==> src/rtl/ins_fetch_sequencer.sv <==
// Instruction fetch sequencer.
// Drives the instruction ROM address and waits out the ROM read latency.
// Checks the address tag returned with the data.
// Assembles one- or two-word instructions from the byte field word0[13:12].
// Presents each instruction to decode over a valid/ready handshake.
// Applies branch redirects on accept, and halts at end-of-program, on a
// halt request, or on a fetch error.
module ins_fetch_sequencer #(
    parameter int          ROM_LAT  = 2,
    parameter logic [15:0] RESET_PC = 16'h0000,
    parameter logic [15:0] PC_LAST  = 16'h0008
) (
    input  logic        clk,
    input  logic        rst_n,
    input  logic        start,
    input  logic        halt_req,
    output logic [15:0] rom_addr,
    input  logic [15:0] rom_addr_in,
    input  logic [15:0] rom_data,
    output logic        ir_valid,
    input  logic        ir_ready,
    output logic [15:0] ir_word0,
    output logic [15:0] ir_word1,
    output logic        ir_len,
    output logic [15:0] ir_pc,
    input  logic        branch_valid,
    input  logic [15:0] branch_target,
    output logic        running,
    output logic        halted,
    output logic        fetch_err
);

    typedef enum logic [2:0] {
        S_IDLE,
        S_FETCH0,
        S_FETCH1,
        S_DELIVER,
        S_HALT
    } state_t;

    // The wait counter only has to reach ROM_LAT, then it parks there.
    localparam int               CNT_W    = (ROM_LAT < 2) ? 1 : $clog2(ROM_LAT + 1);
    localparam logic [CNT_W-1:0] CNT_LAST = CNT_W'(ROM_LAT);

    state_t           state;
    state_t           state_nxt;
    logic [15:0]      pc;
    logic [CNT_W-1:0] cnt;

    logic        sample;
    logic        tag_ok;
    logic [1:0]  byte_f;
    logic [15:0] next_pc;
    logic        err_set;
    logic        restart;

    // ROM data lines up with rom_addr exactly ROM_LAT cycles after the address settles.
    assign sample  = (cnt == CNT_LAST);
    assign tag_ok  = (rom_addr_in == rom_addr);
    assign byte_f  = rom_data[13:12];
    // Sequential successor skips the immediate word of a two-word instruction.
    assign next_pc = branch_valid ? branch_target : (pc + 16'd1 + {15'd0, ir_len});

    // State register.
    // NOTE: sequential state uses non-blocking assignments so every register
    // samples the pre-edge values, regardless of block ordering.
    always_ff @(posedge clk or negedge rst_n) begin
        if (!rst_n) begin
            state <= S_IDLE;
        end else begin
            state <= state_nxt;
        end
    end

    // Next-state decision, plus the error/restart strobes the datapath follows.
    always_comb begin
        // NOTE: every signal written here gets a default first, so no path
        // through the case can leave one unassigned and infer a latch.
        state_nxt = state;
        err_set   = 1'b0;
        restart   = 1'b0;
        case (state)
            S_IDLE: begin
                if (start) begin
                    state_nxt = S_FETCH0;
                    restart   = 1'b1;
                end
            end
            S_FETCH0: begin
                if (sample) begin
                    if (!tag_ok) begin
                        state_nxt = S_HALT;
                        err_set   = 1'b1;
                    end else begin
                        case (byte_f)
                            2'b01: state_nxt = S_DELIVER;
                            2'b10: begin
                                // The second word would fall past the program end.
                                if (pc >= PC_LAST) begin
                                    state_nxt = S_HALT;
                                    err_set   = 1'b1;
                                end else begin
                                    state_nxt = S_FETCH1;
                                end
                            end
                            default: begin
                                state_nxt = S_HALT;
                                err_set   = 1'b1;
                            end
                        endcase
                    end
                end
            end
            S_FETCH1: begin
                if (sample) begin
                    if (tag_ok) begin
                        state_nxt = S_DELIVER;
                    end else begin
                        state_nxt = S_HALT;
                        err_set   = 1'b1;
                    end
                end
            end
            S_DELIVER: begin
                // halt_req and branch inputs only matter on the accept cycle.
                if (ir_ready) begin
                    if (halt_req) begin
                        state_nxt = S_HALT;
                    end else if (branch_valid) begin
                        if (branch_target > PC_LAST) begin
                            state_nxt = S_HALT;
                            err_set   = 1'b1;
                        end else begin
                            state_nxt = S_FETCH0;
                        end
                    end else if (next_pc > PC_LAST) begin
                        state_nxt = S_HALT;
                    end else begin
                        state_nxt = S_FETCH0;
                    end
                end
            end
            S_HALT: begin
                if (start) begin
                    state_nxt = S_FETCH0;
                    restart   = 1'b1;
                end
            end
            default: state_nxt = S_IDLE;
        endcase
    end

    // Status outputs decoded from the current state.
    always_comb begin
        ir_valid = (state == S_DELIVER);
        running  = (state == S_FETCH0) || (state == S_FETCH1) || (state == S_DELIVER);
        halted   = (state == S_HALT);
    end

    // Datapath: PC, ROM address, latency counter, instruction register, error flag.
    always_ff @(posedge clk or negedge rst_n) begin
        if (!rst_n) begin
            pc        <= RESET_PC;
            rom_addr  <= 16'h0000;
            cnt       <= '0;
            ir_word0  <= 16'h0000;
            ir_word1  <= 16'h0000;
            ir_len    <= 1'b0;
            ir_pc     <= 16'h0000;
            fetch_err <= 1'b0;
        end else begin
            if (err_set) begin
                fetch_err <= 1'b1;
            end else if (restart) begin
                fetch_err <= 1'b0;
            end

            case (state)
                S_IDLE, S_HALT: begin
                    if (start) begin
                        pc       <= RESET_PC;
                        rom_addr <= RESET_PC;
                        cnt      <= '0;
                    end
                end
                S_FETCH0: begin
                    if (!sample) begin
                        cnt <= cnt + CNT_W'(1);
                    end else if (state_nxt == S_DELIVER) begin
                        ir_word0 <= rom_data;
                        ir_word1 <= 16'h0000;
                        ir_len   <= 1'b0;
                        ir_pc    <= pc;
                    end else if (state_nxt == S_FETCH1) begin
                        ir_word0 <= rom_data;
                        rom_addr <= pc + 16'd1;
                        cnt      <= '0;
                    end
                end
                S_FETCH1: begin
                    if (!sample) begin
                        cnt <= cnt + CNT_W'(1);
                    end else if (state_nxt == S_DELIVER) begin
                        ir_word1 <= rom_data;
                        ir_len   <= 1'b1;
                        ir_pc    <= pc;
                    end
                end
                S_DELIVER: begin
                    if (state_nxt == S_FETCH0) begin
                        pc       <= next_pc;
                        rom_addr <= next_pc;
                        cnt      <= '0;
                    end
                end
                default: ;
            endcase
        end
    end

endmodule

==> config.mk <==
export PLATFORM = sky130hd
export DESIGN_NAME = ins_fetch_sequencer
export DESIGN_NICKNAME = d
export VERILOG_FILES = /design/src/rtl/ins_fetch_sequencer.sv
export SDC_FILE = /design/constraint.sdc
export NUM_CORES = 1
export LEC_CHECK = 0
export ABC_AREA = 0
export BUFFER_PORTS_ARGS = -buffer_cell sky130_fd_sc_hd__buf_2
export CAP_MARGIN = 20
export CORE_UTILIZATION = 52
export DETAILED_ROUTE_END_ITERATION = 12
export PLACE_DENSITY_LB_ADDON = 0.25
export SLEW_MARGIN = 10
export SYNTH_ARGS = -nofsm -noshare
export SYNTH_HDL_FRONTEND = slang
export SYNTH_SLANG_ARGS = --single-unit
==> constraint.sdc <==
create_clock -name clk -period 4.6 [get_ports clk]
set_clock_uncertainty 0.1 [all_clocks]
set_input_delay 0.23 -clock clk [delete_from_list [all_inputs] [get_ports clk]]
set_output_delay 0.23 -clock clk [all_outputs]
set_load 0.05 [all_outputs]
==> flow_summary.ini, run 1 <==
[synthesis]
seq_area_frac_synth_pct = 42.4
ys_types = 74
syn_area_mm2 = 0.00513
synth_top_family_by_area = compound AO/OA/AOI/OAI gates
ys_seq_elements = 87
synth_flop_cell = dfrtp_1
synthTopCellsByCount = 87 x dfrtp_1, 49 x nand2_1, 29 x mux2_2
yosys.area.top_type = dfrtp_1
synth_compound_area_share_pct = 18.6
ys_top_cells_by_area = dfrtp_1 42%, mux2_2 6.4%, xor2_1 4.4%
synth_nets = 587
synth-edff-count = 0
synth_fa_ha_area_share_pct = 2.44
yosys_warnings = 0
synthMuxAreaShare_pct = 7.94
synth-simple-area-share_pct = 18.1
synth_cells = 523
synth-async-reset-ratio_pct = 100
yosysMostFrequentCell = dfrtp_1
synth_top_area_share_pct = 42.4
synth_xor_area_share_pct = 6.14
avgSynthCellArea_um2 = 9.82

[pwr]
pwr_density_cell_mw_per_mm2 = 404
ir_drop_uv = 290
leakage_nw = 2.98
fin_total_pwr_mw = 2.51

[worst_setup_path]
crit_required_ns = 4.74
r2r_cells = 11
cp-start-kind = flip-flop
path_max_fanout = 13
endpoint_kind = flip-flop
path_class = reg2reg
arrival_ns = 4.44

[routing]
dr.pass1.iters = 7
drc = 0
num_vias = 4554
drt-wirelength-per-cell_um = 17.2
drt-initial-drc-count = 313
viasPerCell = 5.83
drtAntennaViolNets = 0
wl_um = 13400

[grt]
antenna_found_initial = 0
grt_usage_pct = 26.8
grt_pass1_wl_um = 21300
grt_start_max_net_pins = 83
grt_pass1_vias = 4178
overflow = 0

[timing]
setup_slack_ns = 0.308
finalCritPeriodShare_pct = 93.3
timing.setup.tns_ns = 0
tightest_slew_ns = 0.786
slew_viol_final = 0
hold_viol = 0
rsz0062_at_grt = false
min_period_ns = 4.29
setup_viol = 0
relSlewSlack_pct = 47.3
max_freq_ghz = 0.233

[placed_design]
placed_cells = 749
pre_cts_ws_ns = 0.373
routabilityCongestion = 0.877
port_buffers = 122
dp_hpwl_um = 9860

[floorplan]
rows = 35
start_util_pct = 54.5
dieArea_mm2 = 0.0103
io_pins = 123
coreArea_mm2 = 0.00942
chipWidth_um = 101
fp.dieH_um = 101

[hold_path]
hold_path_depth = 2
hold_class = in2reg

[clock_tree]
cts_tree = built
cts_buffer_depth = 2
insertion_delay_ns = 0.37
cts_hold_buffers = 14
ctsResizeCount = 0
numCtsBuffers = 9
post_cts_buffers = 0
htreeDepth = 3
cts.sinks = 87
clk_pin_slew_ns = 0.10
root_buffer = clkbuf_8

[layout]
nFillCells = 745
layout-area-overhead-vs-synth_pct = 21.1
drive_above_1_share_pct = 29.9
num_antenna_cells = 0
fin_cells = 781
finalNetCount = 711
regArea_mm2 = 0.00218
multiInputGateArea_mm2 = 0.00275

[job]
maxCapViolations = 0

[run_status]
status = completed
[per-stage QoR]
stage / hold slack (ns) / instance area (µm²) / util (%)
finish: 0.0296 / 6220 / 66.0
CTS: 0.0154 / 6180 / 65.6
global route: 0.0226 / 6220 / 66.0
floorplan: -0.166 / 5130 / -
global placement: -0.0648 / 5830 / 61.9
detailed placement: -0.0640 / 5830 / 61.9
[layout by cell type, fill, tap and decap left out, types with 9 or more instances in the layout]
| cell | count |
|---|---|
| buf_2 | 121 |
| dfrtp_1 | 87 |
| nand2_1 | 49 |
| mux2_2 | 29 |
| nor2_1 | 28 |
| xor2_1 | 26 |
| o21ai_0 | 26 |
| a22o_1 | 24 |
| inv_1 | 21 |
| a21oi_1 | 18 |
| dlygate4sd3_1 | 14 |
| nand3_1 | 13 |
| and3_1 | 13 |
| nor3_1 | 11 |
| nor4_1 | 10 |
| xnor2_1 | 10 |
| ha_1 | 10 |
| clkbuf_8 | 9 |
[final timing paths]
path	slack (ns)	end	start
worst max-delay path	0.31	rom_addr[14]	pc[0]
worst min-delay path	0.03	ir_word1[2]	rom_data[2]
worst max register to register	0.31	rom_addr[14]	pc[0]
worst min register to register	0.39	ir_pc[0]	ir_pc[0]
max in group asynchronous	3.51	ir_pc[7]	rst_n
min in group asynchronous	0.11	rom_addr[15]	rst_n
[power breakdown]
part	total (mW)	leakage (nW)	switching, mW	internal (mW)
logic	1.00	1.72	0.707	0.297
clock network	0.544	0.105	0.326	0.218
registers	0.961	1.15	0.0874	0.873
total	2.51	2.98	1.12	1.39
[logic make-up after synthesis]
group | Yosys count
multiplexers | 37
buffers and inverters | 53
flip-flops | 87
adder cells (fa/ha/maj) | 10
AO/OA/AOI/OAI | 127
XOR/XNOR | 36
AND/OR/NAND/NOR | 173
[layout make-up]
type                    instances  area share [%]
repair buffers                145            13.6
well taps                     129            2.60
clock inverters                 7            1.39
multi-input cells             383            44.2
inverters                      21            1.27
clock buffers                   9            1.99
flip-flops and latches         87            35.0
[per-layer routing]
layer | share of wire, % | GRT usage (%) | vias up
met4 | 1.4 | 7.25 | 0
met5 | 0 | 0 | -
met3 | 6.5 | 3.52 | 19
li1 | - | - | 2168
met1 | 45 | 38.2 | 2145
met2 | 47 | 43.2 | 222
[worst max-delay path, stage by stage, from the launching register on]
cell	delay, ns
dfrtp_1	0.53
ha_1	0.43
nand4_1	0.28
nor4b_1	0.33
o21ai_1	0.22
a2111o_1	0.50
a21oi_1	0.20
a2bb2oi_1	0.24
or3_4	0.19
o31ai_4	0.10
nor3_2	0.66
mux2_1	0.39
[state kept, by name, indices dropped and copies added (netlist names)]
register	flops
ir_pc	16
ir_word0	16
ir_word1	16
pc	16
rom_addr	16
state	3
cnt	2
fetch_err	1
ir_len	1
Note: power is estimated with default switching activity, not from simulation.
==> run 2: changes to the inputs <==
- PLACE_DENSITY_LB_ADDON: 0.25 -> 0.2
==> run 2 against run 1 <==
  * Power up 0.38%
  * Hold slack worse by 0.027 ns
  * Clock power up 3%
  * Critical path depth unchanged
  * Sequential share of layout area up 0.43 points
  * Register-to-register slack better by 0.09 ns
  * Count of clock-buffer cells in the layout unchanged
  * Design area down 1.2%
  * Sequential power down 0.4%
  * Combinational power about the same
  * Critical endpoint is now rom_addr[1]
  * Critical path type unchanged
  * Routed wire length up 0.61%
  * Highest routed layer unchanged
  * First-iteration DRC count up 11%
  * Largest cell class unchanged
==> flow_summary.ini, run 2 (synthesis results as in run 1) <==
[floorplan]
fp.dieH_um = 101
dieArea_mm2 = 0.0103
coreArea_mm2 = 0.00942
rows = 35
io_pins = 123
start_util_pct = 54.5
chipWidth_um = 101

[worst_setup_path]
path_max_fanout = 16
crit_required_ns = 4.76
critPathSlowestCell = a2111oi_2
max_stage_delay_ns = 0.58
cp-start-kind = flip-flop
crit_chain = ha_1, nand4_1, nor4b_1, o21ai_1, a2111oi_2, nor3b_1, a31o_2, nand3_1, o31a_1, nand2_2, a32o_1
path_class = reg2reg
endpoint_kind = flip-flop
arrival_ns = 4.36

[run_status]
status = completed

[hold_path]
hold_class = in2reg

[layout]
finalNetCount = 704
num_antenna_cells = 0
layout-area-overhead-vs-synth_pct = 19.6
drive_above_1_share_pct = 29.6
layout_common_cells = 121 x buf_2, 87 x dfrtp_1, 49 x nand2_1
postLayoutCellArea_mm2 = 0.00614
final_common_cell = buf_2
utilization_pct = 65.2

[placed_design]
port_buffers = 122
dp_hpwl_um = 10000
routabilityCongestion = 0.898
post_dp_cell_area_mm2 = 0.00581

[grt]
grt_pass1_wl_um = 21400
grt_pass1_vias = 4252
grt_start_max_net_pins = 46
overflow = 0
antenna_found_initial = 0
grt_usage_pct = 27.0

[timing]
tightest_slew_ns = 0.602
finalCritPeriodShare_pct = 91.4
min_period_ns = 4.21
max_freq_ghz = 0.238
rsz0062_at_grt = false
setup_viol = 0
slew_viol_final = 0
holdWs_ns = 0.00267
hold_viol = 0
timing.setup.tns_ns = 0
relSlewSlack_pct = 59.9

[pwr]
power.share.sequential_pct = 38.0
internal-power_mw = 1.39
switching_share_pct = 44.9
ir_drop_uv = 297
fin_total_pwr_mw = 2.52
p_sw_mw = 1.13
p_comb_share_pct = 39.9
leakage_nw = 2.95
pwr_density_cell_mw_per_mm2 = 410
clockPowerShare_pct = 22.2

[routing]
viasPerCell = 5.90
wl_um = 13500
drtAntennaViolNets = 0
drt-wirelength-per-cell_um = 17.5
drt-initial-drc-count = 348
drc = 0
dr.pass1.iters = 5
num_vias = 4565

[clock_tree]
cts.sinks = 87
cts_buffer_depth = 2
htreeDepth = 3
post_cts_buffers = 0
root_buffer = clkbuf_8
clk_pin_slew_ns = 0.11
numCtsBuffers = 9
cts_tree = built
insertion_delay_ns = 0.37

[job]
maxCapViolations = 0
[run 2: cell types whose count changed in the layout (fill, tap and decap cells not counted)]
cell and change:
dlygate4sd3_1 -3, buf_4 -2, buf_16 -1, buf_6 -1, inv_6 -1, inv_8 +1
nor3_2 -1, nor3_4 +1
[run 2: routing by layer]
metal	vias to the layer above	part of all wire, %	GRT usage (%)
met2	193	47	43.5
met4	0	1.1	6.58
li1	2163	-	-
met3	16	6.0	4.90
met1	2193	46	38.0
met5	-	0	0
[run 2: worst paths after layout]
kind,from,to,slack [ns],cells past startpoint
setup / recovery,pc[1],rom_addr[1],0.39,11
hold / removal,rom_data[15],ir_word0[15],0.003,2
setup reg to reg,pc[1],rom_addr[1],0.39,11
hold reg to reg,ir_pc[0],ir_pc[0],0.40,2
max in group asynchronous,rst_n,pc[0],3.14,3
min in group asynchronous,rst_n,rom_addr[9],0.28,2
[run 2: what timing repair did]
| item | in CTS | in global routing |
|---|---|---|
| hold buffers | 10 | 1 |
| resized for setup | 0 | 1 |
| hold endpoints to repair | 56 | 2 |
| endpoints found under the setup margin | 0 | 1 |
[run 2: cell type report]
| type | instances | area, µm² |
|---|---|---|
| clock buffer | 9 | 124 |
| clock inverter | 7 | 88.8 |
| fill | 785 | 3270 |
| inverter | 21 | 78.8 |
| multi-input combinational | 383 | 2750 |
| sequential | 87 | 2180 |
| tap | 129 | 161 |
| timing repair buffer | 138 | 761 |
[run 2: stage by stage]
step | worst slack, ns | instances
floorplan | 0.853 | 523
global placement | 0.561 | 747
detailed placement | 0.412 | 747
CTS | 0.401 | 773
global route | 0.0352 | 774
finish | 0.394 | 774
[run 2: critical path, delay by kind of cell (launching register included)]
| family | cells | cell delay, ns |
|---|---|---|
| fa+ha+maj | 1 | 0.43 |
| simple gates | 5 | 1.17 |
| compound gates | 5 | 1.89 |
| flops | 1 | 0.50 |
[run 2: power by group through the flow]
stage	Sequential [mW]	Clock [mW]	Combinational, mW
2_1_floorplan	1.26	0	0.437
3_3_place_gp	0.961	0	0.970
3_5_place_dp	0.970	0	0.990
4_1_cts	0.955	0.569	1.00
5_1_grt	0.970	0.602	1.07
6_report	0.957	0.558	1.00
